[src/rtl/spram_arb_ctrl_if.sv]
// Request/response channels and SRAM pin bundle for spram_arb_ctrl.
// slave = controller side, master = requesters plus the SRAM data return.
interface spram_arb_ctrl_if #(
    parameter int W     = 64,
    parameter int P     = 8,
    parameter int LOG2D = 6
);
    localparam int BE = W / P;

    logic             req0_valid;
    logic             req0_ready;
    logic             req0_we;
    logic [BE-1:0]    req0_biten;
    logic [LOG2D-1:0] req0_addr;
    logic [W-1:0]     req0_wdata;
    logic             req1_valid;
    logic             req1_ready;
    logic             req1_we;
    logic [BE-1:0]    req1_biten;
    logic [LOG2D-1:0] req1_addr;
    logic [W-1:0]     req1_wdata;
    logic             resp0_valid;
    logic [W-1:0]     resp0_rdata;
    logic             resp1_valid;
    logic [W-1:0]     resp1_rdata;
    logic             init_done;
    logic             sram_ce;
    logic             sram_we;
    logic [BE-1:0]    sram_biten;
    logic [LOG2D-1:0] sram_addr;
    logic [W-1:0]     sram_din;
    logic [W-1:0]     sram_dout;

    modport slave (
        input  req0_valid, req0_we, req0_biten, req0_addr, req0_wdata,
        input  req1_valid, req1_we, req1_biten, req1_addr, req1_wdata,
        input  sram_dout,
        output req0_ready, req1_ready, resp0_valid, resp0_rdata,
        output resp1_valid, resp1_rdata, init_done,
        output sram_ce, sram_we, sram_biten, sram_addr, sram_din
    );

    modport master (
        output req0_valid, req0_we, req0_biten, req0_addr, req0_wdata,
        output req1_valid, req1_we, req1_biten, req1_addr, req1_wdata,
        output sram_dout,
        input  req0_ready, req1_ready, resp0_valid, resp0_rdata,
        input  resp1_valid, resp1_rdata, init_done,
        input  sram_ce, sram_we, sram_biten, sram_addr, sram_din
    );
endinterface

[src/rtl/spram_arb_ctrl.sv]
// Two-port round-robin sequencer in front of one single-port SRAM with fixed read latency.
// Define SPRAM_ARB_INIT_EN to zero-sweep the whole array after every reset.
module spram_arb_ctrl #(
    parameter int W           = 64,
    parameter int P           = 8,
    parameter int D           = 64,
    parameter int LOG2D       = 6,
    parameter int RAM_LATENCY = 1
) (
    input  logic              clk,
    input  logic              rstn,
    spram_arb_ctrl_if.slave   bus
);
    localparam int BE = W / P;

    typedef enum logic {ST_INIT = 1'b0, ST_RUN = 1'b1} state_t;

`ifdef SPRAM_ARB_INIT_EN
    localparam state_t RST_STATE = ST_INIT;
    localparam logic   RST_DONE  = 1'b0;
`else
    localparam state_t RST_STATE = ST_RUN;
    localparam logic   RST_DONE  = 1'b1;
`endif

    state_t                 r_state;
    logic                   r_rr_ptr;
    logic                   r_init_done;
    logic [LOG2D-1:0]       r_init_addr;
    logic [RAM_LATENCY-1:0] r_pipe_v;
    logic [RAM_LATENCY-1:0] r_pipe_id;

    logic             w_run, w_both, w_grant0, w_grant1, w_hs0, w_hs1, w_rd_push;
    logic             w_ce, w_we;
    logic [BE-1:0]    w_biten;
    logic [LOG2D-1:0] w_addr;
    logic [W-1:0]     w_din;

    // Grant decode; rstn gating keeps ready/ce low while reset is asserted
    always_comb begin
        w_run  = rstn & (r_state == ST_RUN);
        w_both = bus.req0_valid & bus.req1_valid;
        if (w_both) begin
            w_grant0 = ~r_rr_ptr;
            w_grant1 = r_rr_ptr;
        end else begin
            w_grant0 = bus.req0_valid;
            w_grant1 = bus.req1_valid;
        end
        w_hs0     = w_run & w_grant0;
        w_hs1     = w_run & w_grant1;
        w_rd_push = (w_hs0 & ~bus.req0_we) | (w_hs1 & ~bus.req1_we);
    end

    // SRAM pin mux: init sweep, port 0 winner, port 1 winner, or idle
    always_comb begin
        w_ce    = 1'b0;
        w_we    = 1'b0;
        w_biten = {BE{1'b0}};
        w_addr  = {LOG2D{1'b0}};
        w_din   = {W{1'b0}};
        if (rstn && (r_state == ST_INIT)) begin
            w_ce    = 1'b1;
            w_we    = 1'b1;
            w_biten = {BE{1'b1}};
            w_addr  = r_init_addr;
        end else if (w_hs0) begin
            w_ce    = 1'b1;
            w_we    = bus.req0_we;
            w_biten = bus.req0_biten;
            w_addr  = bus.req0_addr;
            w_din   = bus.req0_wdata;
        end else if (w_hs1) begin
            w_ce    = 1'b1;
            w_we    = bus.req1_we;
            w_biten = bus.req1_biten;
            w_addr  = bus.req1_addr;
            w_din   = bus.req1_wdata;
        end else begin
            w_ce    = 1'b0;
        end
    end

    // Control FSM: init sweep counter, run state, round-robin pointer
    always_ff @(posedge clk or negedge rstn) begin
        if (!rstn) begin
            r_state     <= RST_STATE;
            r_rr_ptr    <= 1'b0;
            r_init_done <= RST_DONE;
            r_init_addr <= {LOG2D{1'b0}};
        end else begin
            case (r_state)
                ST_INIT: begin
                    r_init_done <= 1'b0;
                    if (r_init_addr == LOG2D'(D - 1)) begin
                        r_init_addr <= {LOG2D{1'b0}};
                        r_state     <= ST_RUN;
                        r_init_done <= 1'b1;
                    end else begin
                        r_init_addr <= r_init_addr + {{(LOG2D-1){1'b0}}, 1'b1};
                    end
                end
                ST_RUN: begin
                    r_init_done <= 1'b1;
                    if (w_both) begin
                        r_rr_ptr <= ~r_rr_ptr;
                    end else begin
                        r_rr_ptr <= r_rr_ptr;
                    end
                end
                default: begin
                    r_state <= RST_STATE;
                end
            endcase
        end
    end

    // Read-latency pipe carrying {valid, port id}; reset drops in-flight reads
    always_ff @(posedge clk or negedge rstn) begin
        if (!rstn) begin
            r_pipe_v  <= {RAM_LATENCY{1'b0}};
            r_pipe_id <= {RAM_LATENCY{1'b0}};
        end else begin
            r_pipe_v[0]  <= w_rd_push;
            r_pipe_id[0] <= w_hs1;
            for (int i = 1; i < RAM_LATENCY; i++) begin
                r_pipe_v[i]  <= r_pipe_v[i-1];
                r_pipe_id[i] <= r_pipe_id[i-1];
            end
        end
    end

    assign bus.req0_ready  = w_hs0;
    assign bus.req1_ready  = w_hs1;
    assign bus.init_done   = r_init_done;
    assign bus.sram_ce     = w_ce;
    assign bus.sram_we     = w_we;
    assign bus.sram_biten  = w_biten;
    assign bus.sram_addr   = w_addr;
    assign bus.sram_din    = w_din;
    assign bus.resp0_valid = r_pipe_v[RAM_LATENCY-1] & ~r_pipe_id[RAM_LATENCY-1];
    assign bus.resp1_valid = r_pipe_v[RAM_LATENCY-1] &  r_pipe_id[RAM_LATENCY-1];
    assign bus.resp0_rdata = bus.resp0_valid ? bus.sram_dout : {W{1'b0}};
    assign bus.resp1_rdata = bus.resp1_valid ? bus.sram_dout : {W{1'b0}};
endmodule

[src/flat_wrapper.sv]
// flat-port wrapper written by rule: the top's interface ports become plain ports
module spram_arb_ctrl_flat 
#(
    parameter int W           = 64,
    parameter int P           = 8,
    parameter int D           = 64,
    parameter int LOG2D       = 6,
    parameter int RAM_LATENCY = 1
)
  (clk, rstn, bus_req0_valid, bus_req0_we, bus_req0_biten, bus_req0_addr, bus_req0_wdata, bus_req1_valid, bus_req1_we, bus_req1_biten, bus_req1_addr, bus_req1_wdata, bus_sram_dout, bus_req0_ready, bus_req1_ready, bus_resp0_valid, bus_resp0_rdata, bus_resp1_valid, bus_resp1_rdata, bus_init_done, bus_sram_ce, bus_sram_we, bus_sram_biten, bus_sram_addr, bus_sram_din);
  spram_arb_ctrl_if #(.W(W), .P(P), .LOG2D(LOG2D)) bus_i ();
  input  logic clk;
  input  logic rstn;
  input wire logic [$bits(bus_i.req0_valid)-1:0] bus_req0_valid;
  input wire logic [$bits(bus_i.req0_we)-1:0] bus_req0_we;
  input wire logic [$bits(bus_i.req0_biten)-1:0] bus_req0_biten;
  input wire logic [$bits(bus_i.req0_addr)-1:0] bus_req0_addr;
  input wire logic [$bits(bus_i.req0_wdata)-1:0] bus_req0_wdata;
  input wire logic [$bits(bus_i.req1_valid)-1:0] bus_req1_valid;
  input wire logic [$bits(bus_i.req1_we)-1:0] bus_req1_we;
  input wire logic [$bits(bus_i.req1_biten)-1:0] bus_req1_biten;
  input wire logic [$bits(bus_i.req1_addr)-1:0] bus_req1_addr;
  input wire logic [$bits(bus_i.req1_wdata)-1:0] bus_req1_wdata;
  input wire logic [$bits(bus_i.sram_dout)-1:0] bus_sram_dout;
  output wire logic [$bits(bus_i.req0_ready)-1:0] bus_req0_ready;
  output wire logic [$bits(bus_i.req1_ready)-1:0] bus_req1_ready;
  output wire logic [$bits(bus_i.resp0_valid)-1:0] bus_resp0_valid;
  output wire logic [$bits(bus_i.resp0_rdata)-1:0] bus_resp0_rdata;
  output wire logic [$bits(bus_i.resp1_valid)-1:0] bus_resp1_valid;
  output wire logic [$bits(bus_i.resp1_rdata)-1:0] bus_resp1_rdata;
  output wire logic [$bits(bus_i.init_done)-1:0] bus_init_done;
  output wire logic [$bits(bus_i.sram_ce)-1:0] bus_sram_ce;
  output wire logic [$bits(bus_i.sram_we)-1:0] bus_sram_we;
  output wire logic [$bits(bus_i.sram_biten)-1:0] bus_sram_biten;
  output wire logic [$bits(bus_i.sram_addr)-1:0] bus_sram_addr;
  output wire logic [$bits(bus_i.sram_din)-1:0] bus_sram_din;
  assign bus_i.req0_valid = bus_req0_valid;
  assign bus_i.req0_we = bus_req0_we;
  assign bus_i.req0_biten = bus_req0_biten;
  assign bus_i.req0_addr = bus_req0_addr;
  assign bus_i.req0_wdata = bus_req0_wdata;
  assign bus_i.req1_valid = bus_req1_valid;
  assign bus_i.req1_we = bus_req1_we;
  assign bus_i.req1_biten = bus_req1_biten;
  assign bus_i.req1_addr = bus_req1_addr;
  assign bus_i.req1_wdata = bus_req1_wdata;
  assign bus_i.sram_dout = bus_sram_dout;
  assign bus_req0_ready = bus_i.req0_ready;
  assign bus_req1_ready = bus_i.req1_ready;
  assign bus_resp0_valid = bus_i.resp0_valid;
  assign bus_resp0_rdata = bus_i.resp0_rdata;
  assign bus_resp1_valid = bus_i.resp1_valid;
  assign bus_resp1_rdata = bus_i.resp1_rdata;
  assign bus_init_done = bus_i.init_done;
  assign bus_sram_ce = bus_i.sram_ce;
  assign bus_sram_we = bus_i.sram_we;
  assign bus_sram_biten = bus_i.sram_biten;
  assign bus_sram_addr = bus_i.sram_addr;
  assign bus_sram_din = bus_i.sram_din;
  spram_arb_ctrl #(.W(W), .P(P), .D(D), .LOG2D(LOG2D), .RAM_LATENCY(RAM_LATENCY)) u_core (.clk(clk), .rstn(rstn), .bus(bus_i));
endmodule
[config.mk]
export PLATFORM = sky130hd
export DESIGN_NAME = spram_arb_ctrl_flat
export DESIGN_NICKNAME = d
export VERILOG_FILES = /design/src/rtl/spram_arb_ctrl_if.sv /design/src/rtl/spram_arb_ctrl.sv /design/src/flat_wrapper.sv
export SDC_FILE = /design/constraint.sdc
export NUM_CORES = 1
export LEC_CHECK = 0
export CAP_MARGIN = 5
export CELL_PAD_IN_SITES_DETAIL_PLACEMENT = 1
export CELL_PAD_IN_SITES_GLOBAL_PLACEMENT = 2
export CORE_AREA = 2 2 172 174
export CTS_CLUSTER_SIZE = 12
export DETAILED_ROUTE_END_ITERATION = 8
export DIE_AREA = 0 0 174 176
export GPL_ROUTABILITY_DRIVEN = 1
export HOLD_SLACK_MARGIN = 0.02
export PLACE_DENSITY_LB_ADDON = 0.25
export SETUP_SLACK_MARGIN = 0.4
export SYNTH_ARGS = -nofsm -noshare
export SYNTH_HDL_FRONTEND = slang
export SYNTH_SLANG_ARGS = --single-unit
[constraint.sdc]
create_clock -name clk -period 1.75 [get_ports clk]
set_input_delay 0.175 -clock clk [delete_from_list [all_inputs] [get_ports clk]]
set_output_delay 0.175 -clock clk [all_outputs]
set_load 0.01 [all_outputs]
==> results of run 1 <==
[layer usage]
metal  up-vias  GRT usage (%)  share of wire [%]
li1       2234              -                  -
met1      2295           13.4                 36
met2       268           27.4                 58
met3         9           3.25                5.8
met4         0          0.525               0.61
met5         -              0                  0
[final cells by class]
cell class                 count  area share, %
clock buffer                   4          0.872
inverter                       2          0.360
multi-input combinational    247           24.2
sequential                    10           2.81
tap                          384           5.32
timing repair buffer         581           66.3
timing repair inverter         1          0.125
[where the power goes]
part	internal, mW	switching (mW)
registers	0.232	0
clock network	0.305	0.102
logic	0.476	0.164
total	1.01	0.266
[repair_timing]
action                     in CTS  in global routing
setup endpoints to repair     213                218
resized for setup             488                543
setup buffers                  16                 66
gates cloned                    8                 21
pin swaps                      25                 63
[cell families (layout without fill, tap and decap cells)]
logic type	Yosys count	in the layout	synth area share (%)
fa+ha+maj	1	1	0.558
mux	1	1	0.502
buf+inv	41	588	9.32
simple gates	153	153	42.8
flops	10	10	11.2
compound gates	89	89	34.5
xor+xnor	3	3	1.17
[worst paths after layout]
path / slack, ns / cells after the start / startpoint / endpoint
max in group asynchronous: 1.47 / 2 / rstn / u_core.bus.init_done
setup / recovery: -0.21 / 6 / u_core.bus.init_done / bus_sram_din[27]
hold / removal: 0.09 / 2 / rstn / u_core.r_rr_ptr
setup reg to reg: 0.32 / 6 / u_core.bus.init_done / u_core.r_init_addr[5]
min in group clk: 0.45 / 3 / bus_req1_valid / u_core.r_rr_ptr
hold reg to reg: 0.56 / 1 / u_core.r_init_addr[3] / u_core.r_init_addr[3]
[per-stage QoR]
stage          TNS, ns  instances  power, mW  hold slack [ns]  setup WS, ns
6_report        -11.62       1229       1.28           0.0854        -0.215
5_1_grt         -18.30       1229       1.34            0.106        -0.288
4_1_cts         -28.85       1142       1.28           0.0599        -0.261
3_5_place_dp    -41.88       1114      0.869            0.558        -0.568
3_3_place_gp    -39.20       1114      0.856            0.543        -0.530
2_1_floorplan        0        298      0.270           -0.121         0.196
[state kept, by name (all words and copies together), names as in the netlist]
name                  flops
u_core.bus.init_done      1
u_core.r_init_addr        6
u_core.r_pipe_id          1
u_core.r_pipe_v           1
u_core.r_rr_ptr           1
[cells in the mapped netlist, drive strengths merged (3+ instances only)]
master / count
buf: 18
clkbuf: 21
o21ai: 3
nand3: 3
a221o: 14
xnor2: 3
nand2b: 3
a22o: 64
and3: 72
dfrtp: 9
and2: 65
nand2: 6
[worst max-delay path: stages (launching register included)]
cell and delay (ns):
dfstp_2 0.54, and3_4 0.22, nand2_8 0.09, clkinv_8 0.08
bufbuf_16 0.27, a22o_1 0.13, clkdlybuf4s15_2 0.22
==> metrics.txt, run 1 <==
outcome complete, but fails checks; failing checks setup timing; placed cell areas 7230 µm²; Worst EP required between 1.5 and 2 ns; Async SR Flop Fraction between 90% and 100%; CTS tree done; Fmax achieved 0.509 GHz; initial drt markers roughly 110; Core Region about 29,000 µm²; grt ovf 0; most frequent cells in the layout clkdlybuf4s50_1 (222), buf_6 (146), a22o_1 (64); Nets ~1,100; # IOs 439; register area roughly 250 µm²; via/cell ratio approximately 3.9; vias in the first global route 4,960; top_reg_cell synth dfrtp_1; Root Buffer clkbuf_16; RSZ-0062 raised after global routing yes; Max VDD drop ~0.24 mV; Synth Instances between 200 and 300; Synthesis Warnings 0; final setup fails 101; Worst Tran Pin Value between 0.2 and 0.3 ns; Synth area leaders a22o_1 (25%), and3_1 (20%), and2_1 (18%); WL/cell 20.6 µm; crit path time final between 1.5 and 2 ns; Final ANT Viol Nets 0; full die area between 30,000 and 40,000 µm²; max_cap viols 0; distinct cell type count after synthesis 30; register area share after synthesis between 10 and 15%; clk_lat worst skew 0.23 ns; DIE HEIGHT about 180 µm; Avg Cell Area, Syn between 7 and 8 µm²; port bufs 438; Area Growth Syn to Fin 303%; worst min-delay path category in -> async; Post-Synthesis Cell Area 2240 µm²; Antenna diodes 0; class of the most critical setup path reg -> out; initial antenna violation count 0; skew final around 0.0032 ns; HPWL after DPL 17,900 µm; LEAKAGE between 4 and 5 nW; Synth area leader a22o_1; initial core utilization under 10%; multi-input logic area about 2200 µm²; Post-CTS Hold Buffers 0; leading cell type in the layout, fill and taps excluded clkdlybuf4s50_1; flops & latches, synth 10; largest net degree at the start of global routing 48; fin crit share 112%; first-pass GRT wire length 30,900 µm; fin util around a third; # fillers between 3,000 and 4,000; Vias ~4,800; Max Root-Sink Buffers 2; count of final hold-check violations 0; total global-route track usage 13.0%; worst-path maximum fanout 10; layout cells sized above 1 54.1%; Syn Nets around 530; Slew headroom between 80 and 90%; Worst Setup End Kind primary output; share of the synthesized area in the top cell type around a quarter; startpoint types flop; num rows between 60 and 70; Routed WL 25,400 µm; CTS HTree Levels 1; EDFF count, synth 0; PnR worst setup slack -0.215 ns; DRC 0; PD cells 142 nW/µm²; GPL Wtd Cong about 0.90; total CTS buffers 3; drt first pass iters 4; final slew viol count 0; Non-Filler Cell Area, Final 9040 µm²; die span in x between 150 and 200 µm; clk sink count 10; clk slew on worst S/H paths around 0.04 ns; Worst EP arrival 1.79 ns
No activity file was read; power rests on OpenSTA's default activity.
==> run 2: changes to the inputs <==
--- a/config.mk
+++ b/config.mk
@@ -14,7 +14,7 @@
 export DIE_AREA = 0 0 174 176
 export GPL_ROUTABILITY_DRIVEN = 1
 export HOLD_SLACK_MARGIN = 0.02
-export PLACE_DENSITY_LB_ADDON = 0.25
+export PLACE_DENSITY = 0.91
 export SETUP_SLACK_MARGIN = 0.4
 export SYNTH_ARGS = -nofsm -noshare
 export SYNTH_HDL_FRONTEND = slang
==> run 2 against run 1 <==
  * The flow still finishes with violations (setup timing)
  * Sequential power hardly changed
  * Clock skew is 0.0011 ns lower
  * First-iteration DRC count is 52% higher
  * Worst hold slack worse by 0.010 ns
  * Critical endpoint is now bus_sram_din[55]
  * Highest routed layer unchanged
==> metrics.txt, run 2 (synthesis results as in run 1) <==
outcome complete, but fails checks; failing checks setup timing; critical path's slowest cell dfstp_2; leading cell type in the layout, fill and taps excluded clkdlybuf4s50_1; Slew headroom 85.0% (+2.6 points); full die area 30,600 µm² (unchanged); RSZ-0062 raised after global routing yes; startpoint types flop; die span in x 174 µm (unchanged); via/cell ratio 3.90 (-0.20%); Area Growth Syn to Fin 320%; # fillers 3,226 (-3.4%); GR peak layer met2; Max Root-Sink Buffers 2 (unchanged); initial drt markers 169 (+52%); Post-CTS Hold Buffers 0 (unchanged); placed cell areas 7290 µm² (+0.83%); TNS Setup -10.20 ns (+1.42 ns); final slew viol count 0 (unchanged); Nets 1,058 (-1.4%); CP Buf/Inv Count 4 (+1); Fmax achieved 0.522 GHz (+2.5%); Vias 4,738 (-1.4%); vias in the first global route 5,031 (+1.4%); port bufs 438 (unchanged); fin cells 1,214 (-1.2%); LEAKAGE 4.18 nW (-2.4%); Core Region 28,500 µm² (unchanged); Root Buffer clkbuf_16; most frequent cells in the layout clkdlybuf4s50_1 (222), buf_6 (190), buf_2 (69); layout cells sized above 1 59.8% (+5.7 points); clk sink count 10 (unchanged); Worst Tran Pin Value 0.225 ns (-0.0386 ns); Non-Filler Cell Area, Final 9420 µm² (+4.2%); grt ovf 0 (unchanged); PD cells 142 nW/µm² (about the same); skew final 0.00208 ns (-0.00114 ns); worst-path maximum fanout 6 (-4); num rows 62 (unchanged); CTS HTree Levels 1 (unchanged); multi-input logic area 2350 µm² (+7.1%); CTS tree done; worst min-delay path category in -> async; Routed WL 24,100 µm (-4.8%); delay-heaviest family, CP flip-flops; Antenna diodes 0 (unchanged); initial antenna violation count 0 (unchanged); HPWL after DPL 15,400 µm (-14%); PnR worst setup slack -0.167 ns (+0.0477 ns); register area 251 µm² (-0.99%); GPL Wtd Cong 0.754 (-16%); total global-route track usage 13.5% (+0.47 points); dpl cells 1,114 (unchanged); Top reg by flops u_core.r_init_addr; Worst EP arrival 1.74 ns (-0.05 ns); Largest stage delay, worst path 0.55 ns (about the same); class of the most critical setup path reg -> out; Worst Setup End Kind primary output; # IOs 439 (unchanged); fin crit share 110% (-2.7 points); largest net degree at the start of global routing 33 (-31%); DIE HEIGHT 176 µm (unchanged); first-pass GRT wire length 32,100 µm (+3.7%); GR Util met2 25.0% (-2.4 points); Final ANT Viol Nets 0 (unchanged); Max VDD drop 0.254 mV (+5.0%); total CTS buffers 3 (unchanged); Worst EP required 1.57 ns (about the same); max reg flops 6 (unchanged); WL/cell 19.9 µm (-3.7%); clk slew on worst S/H paths 0.04 ns (about the same); final setup fails 140 (+39%); DRC 0 (unchanged); initial core utilization 7.85% (unchanged); GRT met1 Usage 16.7% (+3.3 points); crit path time final 1.92 ns (-0.0477 ns); grt met3 use 2.07% (-1.2 points); max_cap viols 0 (unchanged); drt first pass iters 4 (unchanged); crit-path cells and3_4 > nand2_4 > clkinv_8 > buf_12 > buf_16 > a22o_1 > buf_2; count of final hold-check violations 0 (unchanged); Crit path depth 7 (+1); Worst Reg2Reg Path Length in Cells 6 (unchanged); clk_lat worst skew 0.24 ns (about the same)
[run 2: cell types whose count changed in the layout (fill, tap and decap cells not counted), sizes merged]
| cell | before | now |
|---|---|---|
| inv | 2 | 0 |
| clkdlybuf4s15 | 10 | 0 |
| clkbuf | 47 | 7 |
| clkinv | 1 | 2 |
| dlymetal6s2s | 7 | 0 |
| buf | 294 | 339 |
| bufbuf | 2 | 0 |
[run 2: cell type report]
| type | instances | area share [%] |
|---|---|---|
| clock buffers | 4 | 0.943 |
| inverters | 2 | 0.345 |
| multi-input cells | 247 | 24.9 |
| repair buffers | 567 | 66.0 |
| flip-flops and latches | 10 | 2.67 |
| well taps | 384 | 5.10 |
[run 2: final timing paths]
kind	start	slack [ns]	to
max in group asynchronous	rstn	1.46	u_core.bus.init_done
hold reg to reg	u_core.r_init_addr[4]	0.57	u_core.r_init_addr[4]
hold / removal	rstn	0.08	u_core.r_init_addr[5]
setup reg to reg	u_core.bus.init_done	0.33	u_core.r_pipe_v
setup / recovery	u_core.bus.init_done	-0.17	bus_sram_din[55]
min in group clk	bus_req1_valid	0.41	u_core.r_rr_ptr
[run 2: power by group]
part           internal [mW]  leakage, nW  switching (mW)
logic                  0.478         4.02           0.170
registers              0.232        0.122               0
clock network          0.344       0.0442           0.109
total                   1.05         4.18           0.279
[run 2: metrics by stage]
step	utilization [%]	power, mW	hold slack [ns]	worst slack, ns
after floorplan	-	0.270	-0.121	0.196
after global placement	25.5	0.861	0.490	-0.497
after detailed placement	25.5	0.865	0.489	-0.519
after CTS	29.0	1.33	0.0611	-0.165
after global routing	33.0	1.39	0.0995	-0.216
final	33.0	1.33	0.0750	-0.167
[run 2: repair_timing]
action	4_1_cts	5_1_grt
resized for setup	1072	190
gates cloned	19	3
buffers inserted	54	20
pin swaps	82	50
endpoints found under the setup margin	213	216
endpoints found under the hold margin	0	0
[run 2: metal layers]
layer	vias to the layer above	routed length [µm]	share of wire, %
li1	2210	-	-
met1	2283	9560	40
met2	232	12800	53
met3	13	1410	5.8
met4	0	377	1.6
met5	-	0	0
